File: src/rtl/ps2_pkg.sv
// Shared definitions for the PS/2 host transmitter and receiver:
// FSM states, error codes and the microsecond-to-cycle conversion.
package ps2_pkg;

  typedef enum logic [3:0] {
    IDLE,
    WAIT_RX,
    INHIBIT,
    REQ,
    SEND,
    ACK,
    WAIT_IDLE,
    DONE,
    ERR
  } ps2_tx_state_e;

  localparam logic [1:0] ERR_NONE    = 2'd0;
  localparam logic [1:0] ERR_TIMEOUT = 2'd1;
  localparam logic [1:0] ERR_NOACK   = 2'd2;

  function automatic int unsigned us_to_cycles(input int unsigned freq_hz,
                                               input int unsigned us);
    return (freq_hz / 1000000) * us;
  endfunction

endpackage

File: src/rtl/ps2_host_tx_if.sv
// Command/status handshake plus PS/2 pin signals of the host transmitter.
interface ps2_host_tx_if;
  logic [7:0] tx_data;
  logic       tx_we;
  logic       rx_idle;
  logic       ps2_clk_i;
  logic       ps2_data_i;
  logic       ps2_clk_oe;
  logic       ps2_data_oe;
  logic       tx_busy;
  logic       tx_done;
  logic       tx_err;
  logic [1:0] tx_err_code;

  modport master (
    output tx_data, tx_we, rx_idle, ps2_clk_i, ps2_data_i,
    input  ps2_clk_oe, ps2_data_oe, tx_busy, tx_done, tx_err, tx_err_code
  );

  modport slave (
    input  tx_data, tx_we, rx_idle, ps2_clk_i, ps2_data_i,
    output ps2_clk_oe, ps2_data_oe, tx_busy, tx_done, tx_err, tx_err_code
  );
endinterface

File: src/rtl/ps2_line_sync.sv
// Multi-stage synchroniser for the PS/2 clock and data pins with a
// falling-edge pulse on the synchronised clock.
module ps2_line_sync #(
  parameter int unsigned SYNC_STAGES = 2
) (
  input  logic clk_i,
  input  logic rst_i,
  input  logic ps2_clk_i,
  input  logic ps2_data_i,
  output logic sync_clk_o,
  output logic sync_data_o,
  output logic fe_o
);

  logic [SYNC_STAGES-1:0] clk_sync_q;
  logic [SYNC_STAGES-1:0] data_sync_q;
  logic                   clk_dly_q;

  // Reset to the idle-high line level so no false edge follows reset.
  always_ff @(posedge clk_i or posedge rst_i) begin
    if (rst_i) begin
      clk_sync_q  <= '1;
      data_sync_q <= '1;
      clk_dly_q   <= 1'b1;
    end else begin
      clk_sync_q  <= {clk_sync_q[SYNC_STAGES-2:0], ps2_clk_i};
      data_sync_q <= {data_sync_q[SYNC_STAGES-2:0], ps2_data_i};
      clk_dly_q   <= clk_sync_q[SYNC_STAGES-1];
    end
  end

  assign sync_clk_o  = clk_sync_q[SYNC_STAGES-1];
  assign sync_data_o = data_sync_q[SYNC_STAGES-1];
  assign fe_o        = clk_dly_q & ~clk_sync_q[SYNC_STAGES-1];

endmodule

File: src/rtl/ps2_host_tx.sv
// PS/2 host-to-device transmitter: request-to-send, 11-bit odd-parity
// frame, ACK check and watchdog, with registered open-drain enables.
module ps2_host_tx
  import ps2_pkg::*;
#(
  parameter int unsigned CLK_FREQ     = 50000000,
  parameter int unsigned INHIBIT_US   = 100,
  parameter int unsigned SETUP_CYCLES = 4,
  parameter int unsigned TIMEOUT_US   = 15000,
  parameter int unsigned SYNC_STAGES  = 2
) (
  input  logic          sys_clk,
  input  logic          sys_rst,
  ps2_host_tx_if.slave  bus
);

  localparam int unsigned INHIBIT_CYC = us_to_cycles(CLK_FREQ, INHIBIT_US);
  localparam int unsigned TIMEOUT_CYC = us_to_cycles(CLK_FREQ, TIMEOUT_US);
  localparam int unsigned INH_W   = $clog2(INHIBIT_CYC) + 1;
  localparam int unsigned SETUP_W = $clog2(SETUP_CYCLES) + 1;
  localparam int unsigned TO_W    = $clog2(TIMEOUT_CYC) + 1;

  ps2_tx_state_e      state_q, state_d;
  logic [INH_W-1:0]   inh_q, inh_d;
  logic [SETUP_W-1:0] setup_q, setup_d;
  logic [TO_W-1:0]    wd_q, wd_d, wd_dec;
  logic [3:0]         bit_q, bit_d;
  logic [7:0]         data_q, data_d;
  logic               par_q, par_d;
  logic [1:0]         code_q, code_d;
  logic               clk_oe_q, clk_oe_d;
  logic               data_oe_q, data_oe_d;
  logic               busy_q, busy_d;
  logic               done_q, done_d;
  logic               err_q, err_d;
  logic               frame_bit;

  logic sync_clk, sync_data, fe;

  ps2_line_sync #(.SYNC_STAGES(SYNC_STAGES)) u_sync (
    .clk_i       (sys_clk),
    .rst_i       (sys_rst),
    .ps2_clk_i   (bus.ps2_clk_i),
    .ps2_data_i  (bus.ps2_data_i),
    .sync_clk_o  (sync_clk),
    .sync_data_o (sync_data),
    .fe_o        (fe)
  );

  always_comb begin
    if (bit_q < 4'd8)       frame_bit = data_q[bit_q[2:0]];
    else if (bit_q == 4'd8) frame_bit = par_q;
    else                    frame_bit = 1'b1;
  end

  assign wd_dec = wd_q - TO_W'(1);

  always_comb begin
    state_d   = state_q;
    inh_d     = inh_q;
    setup_d   = setup_q;
    wd_d      = wd_q;
    bit_d     = bit_q;
    data_d    = data_q;
    par_d     = par_q;
    code_d    = code_q;
    data_oe_d = data_oe_q;

    unique case (state_q)
      IDLE: begin
        data_oe_d = 1'b0;
        if (bus.tx_we) begin
          data_d  = bus.tx_data;
          par_d   = ~^bus.tx_data;
          code_d  = ERR_NONE;
          state_d = WAIT_RX;
        end
      end
      WAIT_RX: begin
        inh_d = '0;
        if (bus.rx_idle) state_d = INHIBIT;
      end
      INHIBIT: begin
        if (inh_q == INH_W'(INHIBIT_CYC - 1)) begin
          inh_d     = '0;
          setup_d   = '0;
          data_oe_d = 1'b1;
          state_d   = REQ;
        end else begin
          inh_d = inh_q + INH_W'(1);
        end
      end
      REQ: begin
        data_oe_d = 1'b1;
        if (setup_q == SETUP_W'(SETUP_CYCLES - 1)) begin
          setup_d = '0;
          wd_d    = TO_W'(TIMEOUT_CYC);
          bit_d   = '0;
          state_d = SEND;
        end else begin
          setup_d = setup_q + SETUP_W'(1);
        end
      end
      SEND, ACK, WAIT_IDLE: begin
        wd_d = wd_dec;
        // Watchdog expiry wins over a falling edge in the same cycle.
        if (wd_dec == '0) begin
          code_d    = ERR_TIMEOUT;
          data_oe_d = 1'b0;
          state_d   = ERR;
        end else if (state_q == SEND) begin
          if (fe) begin
            if (bit_q == 4'd10) begin
              data_oe_d = 1'b0;
              state_d   = ACK;
            end else begin
              data_oe_d = ~frame_bit;
              bit_d     = bit_q + 4'd1;
            end
          end
        end else if (state_q == ACK) begin
          if (fe) begin
            if (!sync_data) begin
              state_d = WAIT_IDLE;
            end else begin
              code_d  = ERR_NOACK;
              state_d = ERR;
            end
          end
        end else begin
          if (sync_clk && sync_data) state_d = DONE;
        end
      end
      DONE: state_d = IDLE;
      ERR: begin
        data_oe_d = 1'b0;
        state_d   = IDLE;
      end
      default: begin
        data_oe_d = 1'b0;
        state_d   = IDLE;
      end
    endcase

    clk_oe_d = (state_d == INHIBIT) || (state_d == REQ);
    busy_d   = (state_d != IDLE) && (state_d != DONE) && (state_d != ERR);
    done_d   = (state_d == DONE);
    err_d    = (state_d == ERR);
  end

  always_ff @(posedge sys_clk or posedge sys_rst) begin
    if (sys_rst) begin
      state_q   <= IDLE;
      inh_q     <= '0;
      setup_q   <= '0;
      wd_q      <= '0;
      bit_q     <= '0;
      data_q    <= '0;
      par_q     <= 1'b0;
      code_q    <= ERR_NONE;
      clk_oe_q  <= 1'b0;
      data_oe_q <= 1'b0;
      busy_q    <= 1'b0;
      done_q    <= 1'b0;
      err_q     <= 1'b0;
    end else begin
      state_q   <= state_d;
      inh_q     <= inh_d;
      setup_q   <= setup_d;
      wd_q      <= wd_d;
      bit_q     <= bit_d;
      data_q    <= data_d;
      par_q     <= par_d;
      code_q    <= code_d;
      clk_oe_q  <= clk_oe_d;
      data_oe_q <= data_oe_d;
      busy_q    <= busy_d;
      done_q    <= done_d;
      err_q     <= err_d;
    end
  end

  assign bus.ps2_clk_oe  = clk_oe_q;
  assign bus.ps2_data_oe = data_oe_q;
  assign bus.tx_busy     = busy_q;
  assign bus.tx_done     = done_q;
  assign bus.tx_err      = err_q;
  assign bus.tx_err_code = code_q;

endmodule

File: src/flat_wrapper.sv
// flat-port wrapper written by rule: the top's interface ports become plain ports
module ps2_host_tx_flat import ps2_pkg::*;
#(
  parameter int unsigned CLK_FREQ     = 50000000,
  parameter int unsigned INHIBIT_US   = 100,
  parameter int unsigned SETUP_CYCLES = 4,
  parameter int unsigned TIMEOUT_US   = 15000,
  parameter int unsigned SYNC_STAGES  = 2
)
  (sys_clk, sys_rst, bus_tx_data, bus_tx_we, bus_rx_idle, bus_ps2_clk_i, bus_ps2_data_i, bus_ps2_clk_oe, bus_ps2_data_oe, bus_tx_busy, bus_tx_done, bus_tx_err, bus_tx_err_code);
  ps2_host_tx_if bus_i ();
  input  logic sys_clk;
  input  logic sys_rst;
  input wire logic [$bits(bus_i.tx_data)-1:0] bus_tx_data;
  input wire logic [$bits(bus_i.tx_we)-1:0] bus_tx_we;
  input wire logic [$bits(bus_i.rx_idle)-1:0] bus_rx_idle;
  input wire logic [$bits(bus_i.ps2_clk_i)-1:0] bus_ps2_clk_i;
  input wire logic [$bits(bus_i.ps2_data_i)-1:0] bus_ps2_data_i;
  output wire logic [$bits(bus_i.ps2_clk_oe)-1:0] bus_ps2_clk_oe;
  output wire logic [$bits(bus_i.ps2_data_oe)-1:0] bus_ps2_data_oe;
  output wire logic [$bits(bus_i.tx_busy)-1:0] bus_tx_busy;
  output wire logic [$bits(bus_i.tx_done)-1:0] bus_tx_done;
  output wire logic [$bits(bus_i.tx_err)-1:0] bus_tx_err;
  output wire logic [$bits(bus_i.tx_err_code)-1:0] bus_tx_err_code;
  assign bus_i.tx_data = bus_tx_data;
  assign bus_i.tx_we = bus_tx_we;
  assign bus_i.rx_idle = bus_rx_idle;
  assign bus_i.ps2_clk_i = bus_ps2_clk_i;
  assign bus_i.ps2_data_i = bus_ps2_data_i;
  assign bus_ps2_clk_oe = bus_i.ps2_clk_oe;
  assign bus_ps2_data_oe = bus_i.ps2_data_oe;
  assign bus_tx_busy = bus_i.tx_busy;
  assign bus_tx_done = bus_i.tx_done;
  assign bus_tx_err = bus_i.tx_err;
  assign bus_tx_err_code = bus_i.tx_err_code;
  ps2_host_tx #(.CLK_FREQ(CLK_FREQ), .INHIBIT_US(INHIBIT_US), .SETUP_CYCLES(SETUP_CYCLES), .TIMEOUT_US(TIMEOUT_US), .SYNC_STAGES(SYNC_STAGES)) u_core (.sys_clk(sys_clk), .sys_rst(sys_rst), .bus(bus_i));
endmodule
File: config.mk
export PLATFORM = sky130hd
export DESIGN_NAME = ps2_host_tx_flat
export DESIGN_NICKNAME = d
export VERILOG_FILES = /design/src/rtl/ps2_pkg.sv /design/src/rtl/ps2_host_tx_if.sv /design/src/rtl/ps2_line_sync.sv /design/src/rtl/ps2_host_tx.sv /design/src/flat_wrapper.sv
export SDC_FILE = /design/constraint.sdc
export NUM_CORES = 1
export LEC_CHECK = 0
export ABC_AREA = 1
export ABC_CLOCK_PERIOD_IN_PS = 3220
export BUFFER_PORTS_ARGS = -buffer_cell sky130_fd_sc_hd__clkbuf_2
export CORE_MARGIN = 2
export CORE_UTILIZATION = 50
export CTS_CLUSTER_SIZE = 30
export DETAILED_ROUTE_END_ITERATION = 12
export PLACE_DENSITY = 0.66
export SLEW_MARGIN = 40
export SYNTH_ARGS = -nofsm -noshare
export SYNTH_HDL_FRONTEND = slang
export SYNTH_SLANG_ARGS = --single-unit
File: constraint.sdc
create_clock -name sys_clk -period 3.22 [get_ports sys_clk]
set_input_delay 0.483 -clock sys_clk [delete_from_list [all_inputs] [get_ports sys_clk]]
set_output_delay 0.483 -clock sys_clk [all_outputs]
set_load 0.005 [all_outputs]
==> impl_metrics.env, run 1 <==
export IMPL_status="completed"
export IMPL_vias=3270
export IMPL_overflow=0
export IMPL_p_seq_frac=0.372
export IMPL_die_h_um=91.57
export IMPL_final_seq_area_mm2=0.001683
export IMPL_critical_path_class="reg2reg"
export IMPL_drc_errors=0
export IMPL_p_leak_nw=1.940
export IMPL_path_cells="nor2_1, inv_1, nor2_1, buf_4, clkinv_1, nand2_1, nand3_1, nor2_4, nand3_1, o21ai_1"
export IMPL_path_buf_inv=3
export IMPL_hold_viol_final=0
export IMPL_netlist_area_mm2=0.003834
export IMPL_ios=21
export IMPL_die_x_um=91.57
export IMPL_synth_edff_count=0
export IMPL_ctsResizeCount=0
export IMPL_wl_per_cell_um=13.20
export IMPL_io_buffers=20
export IMPL_fin_nets=541
export IMPL_avgViaCountPerCell=5.232
export IMPL_rows=31
export IMPL_grt_pass1_wl_mm=14.08
export IMPL_max_cap_viol_count=0
export IMPL_cts_clk_slew_worst_paths_ns=0.08
export IMPL_ctsLongestPathBuffers=2
export IMPL_slowest_delay_ns=0.66
export IMPL_synthTopCellsByArea="dfrtp_1 (40%), nand2_1 (10%), inv_1 (7.7%)"
export IMPL_multi_input_area_mm2=0.001824
export IMPL_cp_data_arrival_time_ns=2.82
export IMPL_synth_nets=512
export IMPL_synth_ff_latch_count=67
export IMPL_comb_power_share=0.411
export IMPL_fin_tns_setup_ns=0
export IMPL_die_area_mm2=0.008384
export IMPL_initialDrtViolationCount=155
export IMPL_min_period_ns=2.552
export IMPL_diodes=0
export IMPL_path_max_fanout=24
export IMPL_max_slew_margin_rel=0.4784
export IMPL_power_density_mw_per_mm2=771.5
export IMPL_path_delay_family="simple AND/OR/NAND/NOR gates"
export IMPL_start_util=0.5230
export IMPL_place_ws_ns=0.8177
export IMPL_worstSkewPairLatency_ns=0.34
export IMPL_worstMarginPinSlew_ns=0.7775
export IMPL_grt_max_degree=41
export IMPL_end_kind="flop"
export IMPL_ctsHoldBuffers=0
export IMPL_numCtsBuffers=9
export IMPL_hold_class="in2async"
export IMPL_tritoncts="built"
export IMPL_clkPwrFrac=0.217
export IMPL_synthArstFlopShare=1.000
export IMPL_finalSetupViolCount=0
export IMPL_wl_mm=8.250
export IMPL_max_freq_mhz=391.9
export IMPL_slew_viol_final=0
export IMPL_post_synth_num_cell_types=35
export IMPL_final_core_util=0.5824
export IMPL_synth_seq_area_share=0.4390
export IMPL_antenna_found_initial=0
export IMPL_synth_common_cells="nand2_1 (103), inv_1 (79), dfrtp_1 (62)"
export IMPL_p_sw_mw=1.391
export IMPL_p_int_mw=1.903
export IMPL_cp_required_ns=3.49
export IMPL_yosys_warnings=0
export IMPL_globalplace_congestion=0.8720
export IMPL_critPathLaunch="u_core.state_q[3]"
export IMPL_cts_sinks=67
export IMPL_avgSynthCellArea_um2=7.792
export IMPL_rsz0062_at_grt="no"
export IMPL_grt_usage=0.2092
export IMPL_finalPower_mw=3.294
export IMPL_skew_ns=0.01182
export IMPL_nFillCells=648
export IMPL_ant_nets=0
export IMPL_drt_pass1_iter_count=5
export IMPL_p_sw_frac=0.4223
export IMPL_finalCritPeriodShare=0.7924
export IMPL_synth_flop_cell="dfrtp_1"
export IMPL_drive_gt1_frac=0.1673
export IMPL_ir_drop_mv=0.4041
export IMPL_synthCells=492
export IMPL_r2r_start="u_core.state_q[3]"
export IMPL_root_buffer="clkbuf_8"
export IMPL_dp_hpwl_mm=6.045
export IMPL_htree_levels=3
export IMPL_post_cts_buffers=0
export IMPL_yosysTopAreaCellShare=0.4047
export IMPL_cpMaxStageDelayCell="clkinv_1"
export IMPL_setup_ws_ns=0.6684
export IMPL_synth_most_common_cell="nand2_1"
export IMPL_areaGrowthSynthToFinish_pct=11.36
export IMPL_yosysTopAreaCell="dfrtp_1"
export IMPL_cp_start_kind="flop"
export IMPL_core_area_mm2=0.007331
export IMPL_whs_ns=0.1677
export IMPL_grt_pass1_vias=3043
-- worst paths after layout --
| kind | cells past startpoint | end | slack, ns |
|---|---|---|---|
| min | 2 | u_core.inh_q[4] | 0.17 |
| max reg2reg | 10 | u_core.bit_q[0] | 0.67 |
| max in group asynchronous | 3 | u_core.u_sync.clk_dly_q | 2.39 |
| min reg2reg | 0 | u_core.u_sync.data_sync_q[1] | 0.36 |
| max | 10 | u_core.bit_q[0] | 0.67 |
| min in group sys_clk | 1 | u_core.u_sync.clk_sync_q[0] | 0.22 |
-- flip-flops by register name (all words and copies together) (netlist names) --
name,flops
u_core.wd_q,21
u_core.u_sync.data_sync_q,2
u_core.bus.tx_err_code,2
u_core.bus.tx_busy,1
u_core.par_q,1
u_core.u_sync.clk_dly_q,1
u_core.data_q,8
u_core.setup_q,3
u_core.bus.tx_err,1
u_core.bus.ps2_data_oe,1
u_core.inh_q,14
u_core.bit_q,4
u_core.u_sync.clk_sync_q,2
u_core.bus.ps2_clk_oe,1
u_core.state_q,4
u_core.bus.tx_done,1
-- layer usage --
metal,GRT usage,vias up,wire (µm)
met3,0.03154,11,328
met5,0,-,0
li1,-,1645,-
met2,0.3278,76,3799
met1,0.2905,1538,3997
met4,0.08333,0,125
-- power by group through the flow --
stage	clock (mW)	sequential, mW	combinational (mW)
after detailed placement	0	1.23	1.35
final	0.713	1.23	1.35
after CTS	0.730	1.22	1.36
after global placement	0	1.24	1.32
after global routing	0.772	1.26	1.54
after floorplan	0	1.20	1.04
-- cells by family (layout without fill, tap and decap cells) --
| family | Yosys count | in the layout | share of synthesized area |
|---|---|---|---|
| AND/OR/NAND/NOR | 243 | 243 | 0.2901 |
| buffers and inverters | 87 | 121 | 0.08518 |
| flip-flops | 67 | 67 | 0.4390 |
| AO/OA/AOI/OAI | 65 | 65 | 0.1061 |
| XOR/XNOR | 16 | 16 | 0.03655 |
| multiplexers | 8 | 8 | 0.02350 |
| adder cells (fa/ha/maj) | 6 | 6 | 0.01958 |
-- per-stage QoR --
step | cells | instance area (µm²)
after global routing | 625 | 4269
after detailed placement | 609 | 4068
final | 625 | 4269
after floorplan | 492 | 3834
after global placement | 609 | 4065
after CTS | 625 | 4269
-- cell type report --
cell class	instances	area share
inverter	81	0.07181
clock inverter	7	0.01817
tap	99	0.02902
clock buffer	9	0.02902
timing repair buffer	24	0.03048
sequential	67	0.3942
multi-input combinational	338	0.4273
-- cell usage in the layout (no fill, tap or decap), drive strengths merged, types with 2 or more instances in the layout --
cell    instances
a31oi           3
nand2         112
nand4           4
o22ai          21
clkbuf         29
a32o            3
nand3          45
xnor2           8
mux2            8
dfrtp          62
nor4            2
dfstp           5
or2             2
clkinv          5
o21a            2
inv            81
o21ai          22
nor2           73
xor2            8
ha              6
a21oi           7
o31ai           2
buf             4
nor3            5
o211ai          2
Note: power is estimated with default switching activity, not from simulation.
==> run 2: changes to the inputs <==
ABC_AREA = 0   (was 1)
ABC_CLOCK_PERIOD_IN_PS = 2600   (was 3220)
clock period = 2.6 ns   (was 3.22 ns; I/O delays follow)
==> run 2 against run 1 <==
Against the previous run: combinational power rose by 31%; total power rose by 29%; die area rose by 3.2%.
==> impl_metrics.env, run 2 <==
export IMPL_status="completed"
export IMPL_fin_nets=494
export IMPL_clkPwrFrac=0.209
export IMPL_root_buffer="clkbuf_8"
export IMPL_largest_register_ffs=21
export IMPL_worstMarginPinSlew_ns=0.6809
export IMPL_p_sw_mw=1.698
export IMPL_rows=32
export IMPL_synth_mux_area_frac=0.04168
export IMPL_wl_per_cell_um=16.48
export IMPL_cpMaxStageDelayCell="or4_4"
export IMPL_synth_ff_latch_count=67
export IMPL_worstSkewPairLatency_ns=0.34
export IMPL_yosysTopAreaCell="dfrtp_1"
export IMPL_die_h_um=93.03
export IMPL_power_density_mw_per_mm2=928.1
export IMPL_netlist_area_mm2=0.003963
export IMPL_overflow=0
export IMPL_p_int_mw=2.557
export IMPL_wl_mm=9.576
export IMPL_whs_ns=0.06762
export IMPL_synth_common_cells="dfrtp_1 (62), o21ai_0 (53), nand2_1 (45)"
export IMPL_diodes=0
export IMPL_final_cell_mix="dfrtp_1 (62), o21ai_0 (53), nand2_1 (45)"
export IMPL_drt_pass1_iter_count=4
export IMPL_avgSynthCellArea_um2=9.068
export IMPL_cp_required_ns=2.82
export IMPL_hold_viol_final=0
export IMPL_synth_seq_area_share=0.4247
export IMPL_max_freq_mhz=400.7
export IMPL_grt_pass1_wl_mm=16.33
export IMPL_areaGrowthSynthToFinish_pct=15.69
export IMPL_final_common_cell="dfrtp_1"
export IMPL_path_max_fanout=9
export IMPL_top_regs="u_core.wd_q x21, u_core.inh_q x14, u_core.data_q x8"
export IMPL_ctsLongestPathBuffers=2
export IMPL_max_cap_viol_count=0
export IMPL_finalSetupViolCount=0
export IMPL_synthSimpleGateAreaFrac=0.2425
export IMPL_path_cells="or4_4, a2111oi_4, o221ai_2, and2_2, and2_1, a211o_1"
export IMPL_cts_sinks=67
export IMPL_synth_edff_count=0
export IMPL_synth_flop_cell="dfrtp_1"
export IMPL_slowest_delay_ns=0.63
export IMPL_hold_class="in2async"
export IMPL_cts_clk_slew_worst_paths_ns=0.07
export IMPL_ir_drop_mv=0.4466
export IMPL_ant_nets=0
export IMPL_synth_compound_area_frac=0.2043
export IMPL_die_x_um=93.03
export IMPL_max_flop_register="u_core.wd_q"
export IMPL_drive_gt1_frac=0.2296
export IMPL_drc_errors=0
export IMPL_cp_data_arrival_time_ns=2.72
export IMPL_skew_ns=0.007784
export IMPL_synthTopCellsByArea="dfrtp_1 (39%), o21ai_0 (6.7%), nand2_1 (4.3%)"
export IMPL_path_buf_inv=0
export IMPL_final_cell_area_mm2=0.004584
export IMPL_end_kind="flop"
export IMPL_post_synth_num_cell_types=61
export IMPL_ctsHoldBuffers=0
export IMPL_avgViaCountPerCell=5.885
export IMPL_tritoncts="built"
export IMPL_grt_pass1_vias=3330
export IMPL_synth_adder_area_share=0.01895
export IMPL_synth_xor_area_frac=0.02431
export IMPL_post_cts_buffers=0
export IMPL_p_sw_frac=0.3990
export IMPL_grt_max_degree=27
export IMPL_core_area_mm2=0.007687
export IMPL_htree_levels=3
export IMPL_io_buffers=20
export IMPL_yosysTopAreaCellShare=0.3915
export IMPL_synthCells=437
export IMPL_numCtsBuffers=9
export IMPL_grt_usage=0.2383
export IMPL_placedCellCount=565
export IMPL_max_slew_margin_rel=0.5444
export IMPL_final_core_util=0.5964
export IMPL_ios=21
export IMPL_globalplace_congestion=0.8892
export IMPL_p_leak_nw=1.917
export IMPL_p_seq_frac=0.375
export IMPL_stdcell_count=581
export IMPL_antenna_found_initial=0
export IMPL_min_period_ns=2.496
export IMPL_synth_nets=457
export IMPL_slew_viol_final=0
export IMPL_synth_top_family_by_area="simple AND/OR/NAND/NOR gates"
export IMPL_yosys_warnings=0
export IMPL_cp_start_kind="flop"
export IMPL_die_area_mm2=0.008654
export IMPL_path_delay_family="simple AND/OR/NAND/NOR gates"
export IMPL_comb_power_share=0.416
export IMPL_start_util=0.5155
export IMPL_placed_area_mm2=0.004355
export IMPL_synth_most_common_cell="dfrtp_1"
export IMPL_dp_hpwl_mm=6.960
export IMPL_finalCritPeriodShare=0.9600
export IMPL_initialDrtViolationCount=148
export IMPL_vias=3419
export IMPL_critical_path_class="reg2reg"
export IMPL_synthArstFlopShare=1.000
==> run 2: changes by cell type after synthesis, sizes merged, moves of 7 or more <==
cell    delta
inv       -69
nand2     -67
nor2      -43
nand3     -32
o21ai     +31
o22ai     -21
clkbuf    +16
a21oi     +14
nor4       +9
and3       +8
nor3       +8
nand2b     +7
or4        +7
==> run 2: layout make-up <==
| class | instances | area, µm² |
|---|---|---|
| clock buffer | 14 | 162.7 |
| clock inverter | 2 | 35.03 |
| fill | 691 | 3103 |
| inverter | 12 | 45.04 |
| multi-input combinational | 330 | 2163 |
| sequential | 67 | 1683 |
| tap | 102 | 127.6 |
| timing repair buffer | 54 | 367.9 |
==> run 2: kinds of logic (layout without fill, tap and decap cells) <==
kind of cell | count (synthesis) | in the layout
compound gates | 124 | 124
mux | 13 | 13
buf+inv | 40 | 82
flops | 67 | 67
xor+xnor | 11 | 11
simple gates | 176 | 176
fa+ha+maj | 6 | 6
==> run 2: what timing repair did <==
action,CTS,global route
pin swaps,1,2
gates resized for setup,1,6
endpoints found under the setup margin,1,3
==> run 2: worst paths after layout <==
check	from	end	slack, ns	cells past startpoint
min reg2reg	u_core.u_sync.data_sync_q[0]	u_core.u_sync.data_sync_q[1]	0.36	0
max in group asynchronous	sys_rst	u_core.wd_q[9]	1.88	3
min	sys_rst	u_core.setup_q[2]	0.07	2
min in group sys_clk	bus_ps2_data_i	u_core.u_sync.data_sync_q[0]	0.12	1
max reg2reg	u_core.wd_q[2]	u_core.bus.tx_err_code[0]	0.10	6
max	u_core.wd_q[2]	u_core.bus.tx_err_code[0]	0.10	6
==> run 2: power by group through the flow <==
stage / Sequential [mW] / Combinational (mW) / Clock (mW)
3_5_place_dp: 1.60 / 1.75 / 0
6_report: 1.60 / 1.77 / 0.890
5_1_grt: 1.63 / 1.98 / 0.955
4_1_cts: 1.59 / 1.76 / 0.903
2_1_floorplan: 1.48 / 1.31 / 0
3_3_place_gp: 1.59 / 1.70 / 0
==> run 2: per-stage QoR <==
step	setup TNS [ns]	setup WS (ns)	power, mW
floorplan	0	0.02825	2.794
global placement	0	0.1026	3.295
detailed placement	0	0.0004594	3.351
CTS	0	0.04882	4.251
global route	-0.003205	-0.003205	4.565
finish	0	0.1041	4.255
==> run 2: routing by layer <==
layer | routed length, µm | GRT usage | up-vias
met2 | 4526 | 0.3853 | 58
met3 | 264 | 0.03384 | 16
li1 | - | - | 1690
met1 | 4616 | 0.3263 | 1655
met4 | 168 | 0.09191 | 0
met5 | 0 | 0 | -
==> run 3: changes to the inputs <==
--- a/config.mk
+++ b/config.mk
@@ -7,5 +7,5 @@
 export LEC_CHECK = 0
 export ABC_AREA = 0
-export ABC_CLOCK_PERIOD_IN_PS = 2600
+export ABC_CLOCK_PERIOD_IN_PS = 3000
 export BUFFER_PORTS_ARGS = -buffer_cell sky130_fd_sc_hd__clkbuf_2
 export CORE_MARGIN = 2
==> constraint.sdc (replaced) <==
create_clock -name sys_clk -period 3 [get_ports sys_clk]
set_input_delay 0 -clock sys_clk [delete_from_list [all_inputs] [get_ports sys_clk]]
set_output_delay 0 -clock sys_clk [all_outputs]
set_load 0.005 [all_outputs]
==> run 3 against run 2 <==
Against the previous run: total power fell by 17%; routed wire length fell by 4.7%; clock power fell by 15%; core utilization fell by 1.3 points; clock skew rose by 0.0055 ns; setup slack improved by 0.092 ns; die area did not move; critical path depth rose by 2; largest power group is now registers; critical endpoint is now u_core.bit_q[2]; sequential power fell by 12%; sequential share of layout area rose by 0.80 points; final area fell by 2.1%; final cell count fell by 1.7%.
==> impl_metrics.env, run 3 (synthesis gave the netlist of run 2 again) <==
export IMPL_hold_viol_final=0
export IMPL_vias=3389
export IMPL_finalCritPeriodShare=0.9348
export IMPL_dp_hpwl_mm=6.402
export IMPL_grt_usage=0.2306
export IMPL_tritoncts="built"
export IMPL_cp_data_arrival_time_ns=3.07
export IMPL_status="completed"
export IMPL_final_cell_mix="dfrtp_1 (62), o21ai_0 (53), nand2_1 (45)"
export IMPL_numCtsBuffers=9
export IMPL_critPathLaunch="u_core.wd_q[1]"
export IMPL_drive_gt1_frac=0.1791
export IMPL_grt_pass1_wl_mm=15.76
export IMPL_path_cells="inv_1, ha_1, or3b_2, a2111oi_4, o221ai_2, o211a_4, a2111oi_4, mux2i_1"
export IMPL_rsz0062_at_grt="no"
export IMPL_cts_sinks=67
export IMPL_io_buffers=20
export IMPL_path_max_fanout=8
export IMPL_die_area_mm2=0.008654
export IMPL_grt_max_degree=27
export IMPL_max_slew_margin_rel=0.5335
export IMPL_globalplace_congestion=0.8976
export IMPL_max_flop_register="u_core.wd_q"
export IMPL_power_density_mw_per_mm2=790.2
export IMPL_ios=21
export IMPL_p_sw_frac=0.4065
export IMPL_final_common_cell="dfrtp_1"
export IMPL_ctsLongestPathBuffers=2
export IMPL_core_area_mm2=0.007687
export IMPL_htree_levels=3
export IMPL_p_int_mw=2.104
export IMPL_slowest_delay_ns=0.59
export IMPL_critPathCapture="u_core.bit_q[2]"
export IMPL_post_cts_buffers=0
export IMPL_hold_class="in2async"
export IMPL_end_kind="flop"
export IMPL_start_util=0.5155
export IMPL_wl_mm=9.124
export IMPL_min_period_ns=2.804
export IMPL_cpMaxStageDelayCell="or3b_2"
export IMPL_multi_input_area_mm2=0.002130
export IMPL_cp_start_kind="flop"
export IMPL_comb_power_share=0.390
export IMPL_final_seq_area_mm2=0.001683
export IMPL_p_leak_nw=1.849
export IMPL_max_freq_mhz=356.6
export IMPL_root_buffer="clkbuf_8"
export IMPL_finalSetupViolCount=0
export IMPL_p_sw_mw=1.441
export IMPL_top_regs="u_core.wd_q x21, u_core.inh_q x14, u_core.data_q x8"
export IMPL_r2r_start="u_core.wd_q[1]"
export IMPL_wl_per_cell_um=15.98
export IMPL_initialDrtViolationCount=201
export IMPL_max_cap_viol_count=0
export IMPL_critical_path_class="reg2reg"
export IMPL_clkPwrFrac=0.214
export IMPL_final_cell_area_mm2=0.004487
export IMPL_cts_clk_slew_worst_paths_ns=0.08
export IMPL_diodes=0
export IMPL_ant_nets=0
export IMPL_worstMarginPinSlew_ns=0.6977
export IMPL_slew_viol_final=0
export IMPL_avgViaCountPerCell=5.935
export IMPL_fin_tns_setup_ns=0
export IMPL_die_x_um=93.03
export IMPL_p_seq_frac=0.396
export IMPL_skew_ns=0.01328
export IMPL_ir_drop_mv=0.5449
export IMPL_regToRegSetupSlack_ns=0.20
export IMPL_fin_nets=484
export IMPL_die_h_um=93.03
export IMPL_overflow=0
export IMPL_cp_required_ns=3.26
export IMPL_drt_pass1_iter_count=4
export IMPL_r2r_end="u_core.bit_q[2]"
export IMPL_drc_errors=0
export IMPL_rr_worst_depth=8
export IMPL_path_common_cell="a2111oi_4"
export IMPL_placed_area_mm2=0.004164
export IMPL_worstSkewPairLatency_ns=0.35
export IMPL_largest_register_ffs=21
export IMPL_grt_pass1_vias=3232
export IMPL_rows=32
export IMPL_antenna_found_initial=0
export IMPL_areaGrowthSynthToFinish_pct=13.23
export IMPL_nFillCells=682
## run 3: cell count changes in the layout (fill, tap and decap cells not counted), sizes merged
cell         previous run  this run
clkinvlp                0         1
dlygate4sd3             0        11
buf                    34        13
clkbuf                 34        31
clkinv                  1         3
## run 3: cell type report
type                            count  area share
Timing Repair Buffer               44     0.06860
Tap cell                          102     0.02844
Inverter                           12     0.01004
Clock inverter                      5     0.01171
Multi-Input combinational cell    330      0.4746
Sequential cell                    67      0.3751
Clock buffer                       11     0.03151
## run 3: stage by stage
step | power, mW | utilization | setup WS (ns) | cells | hold WS [ns]
6_report | 3.546 | 0.5837 | 0.1957 | 571 | 0.2193
5_1_grt | 3.844 | 0.5837 | 0.03904 | 571 | 0.2769
4_1_cts | 3.565 | 0.5812 | 0.08106 | 571 | 0.2314
3_5_place_dp | 2.785 | 0.5417 | 0.1552 | 544 | 0.06528
3_3_place_gp | 2.740 | 0.5417 | 0.2275 | 544 | 0.06543
2_1_floorplan | 2.412 | - | 0.3279 | 437 | 0.004478
## run 3: power by group through the flow
stage,Sequential [mW],Clock (mW),Combinational (mW)
2_1_floorplan,1.28,0,1.13
3_3_place_gp,1.40,0,1.34
3_5_place_dp,1.42,0,1.37
4_1_cts,1.40,0.773,1.39
5_1_grt,1.45,0.820,1.58
6_report,1.41,0.758,1.38
## run 3: timing repair
action / 4_1_cts / 5_1_grt
setup endpoints to repair: 0 / 6
gates resized for setup: 0 / 2
endpoints found under the hold margin: 33 / 0
hold buffers: 11 / 0
## run 3: critical path, delay by kind of cell (launching register included)
kind | cells | cell delay [ns]
compound gates | 4 | 1.12
simple gates | 1 | 0.59
flops | 1 | 0.45
fa+ha+maj | 1 | 0.25
mux | 1 | 0.21
buf+inv | 1 | 0.11
## run 3: worst min path at each step
stage,end,slack [ns],depth (start not counted)
detailed placement,u_core.wd_q[5],0.07,2
finish,u_core.wd_q[5],0.22,3
global route,u_core.state_q[1],0.28,4
CTS,u_core.state_q[1],0.23,4
global placement,u_core.wd_q[6],0.07,2
floorplan,u_core.u_sync.clk_sync_q[0],0.004,0
## run 3: routing by layer
| metal | share of wire | vias to the layer above | GRT usage |
|---|---|---|---|
| met4 | 0.028 | 0 | 0.1152 |
| li1 | - | 1681 | - |
| met1 | 0.47 | 1627 | 0.3144 |
| met5 | 0 | - | 0 |
| met3 | 0.032 | 20 | 0.03062 |
| met2 | 0.47 | 61 | 0.3629 |
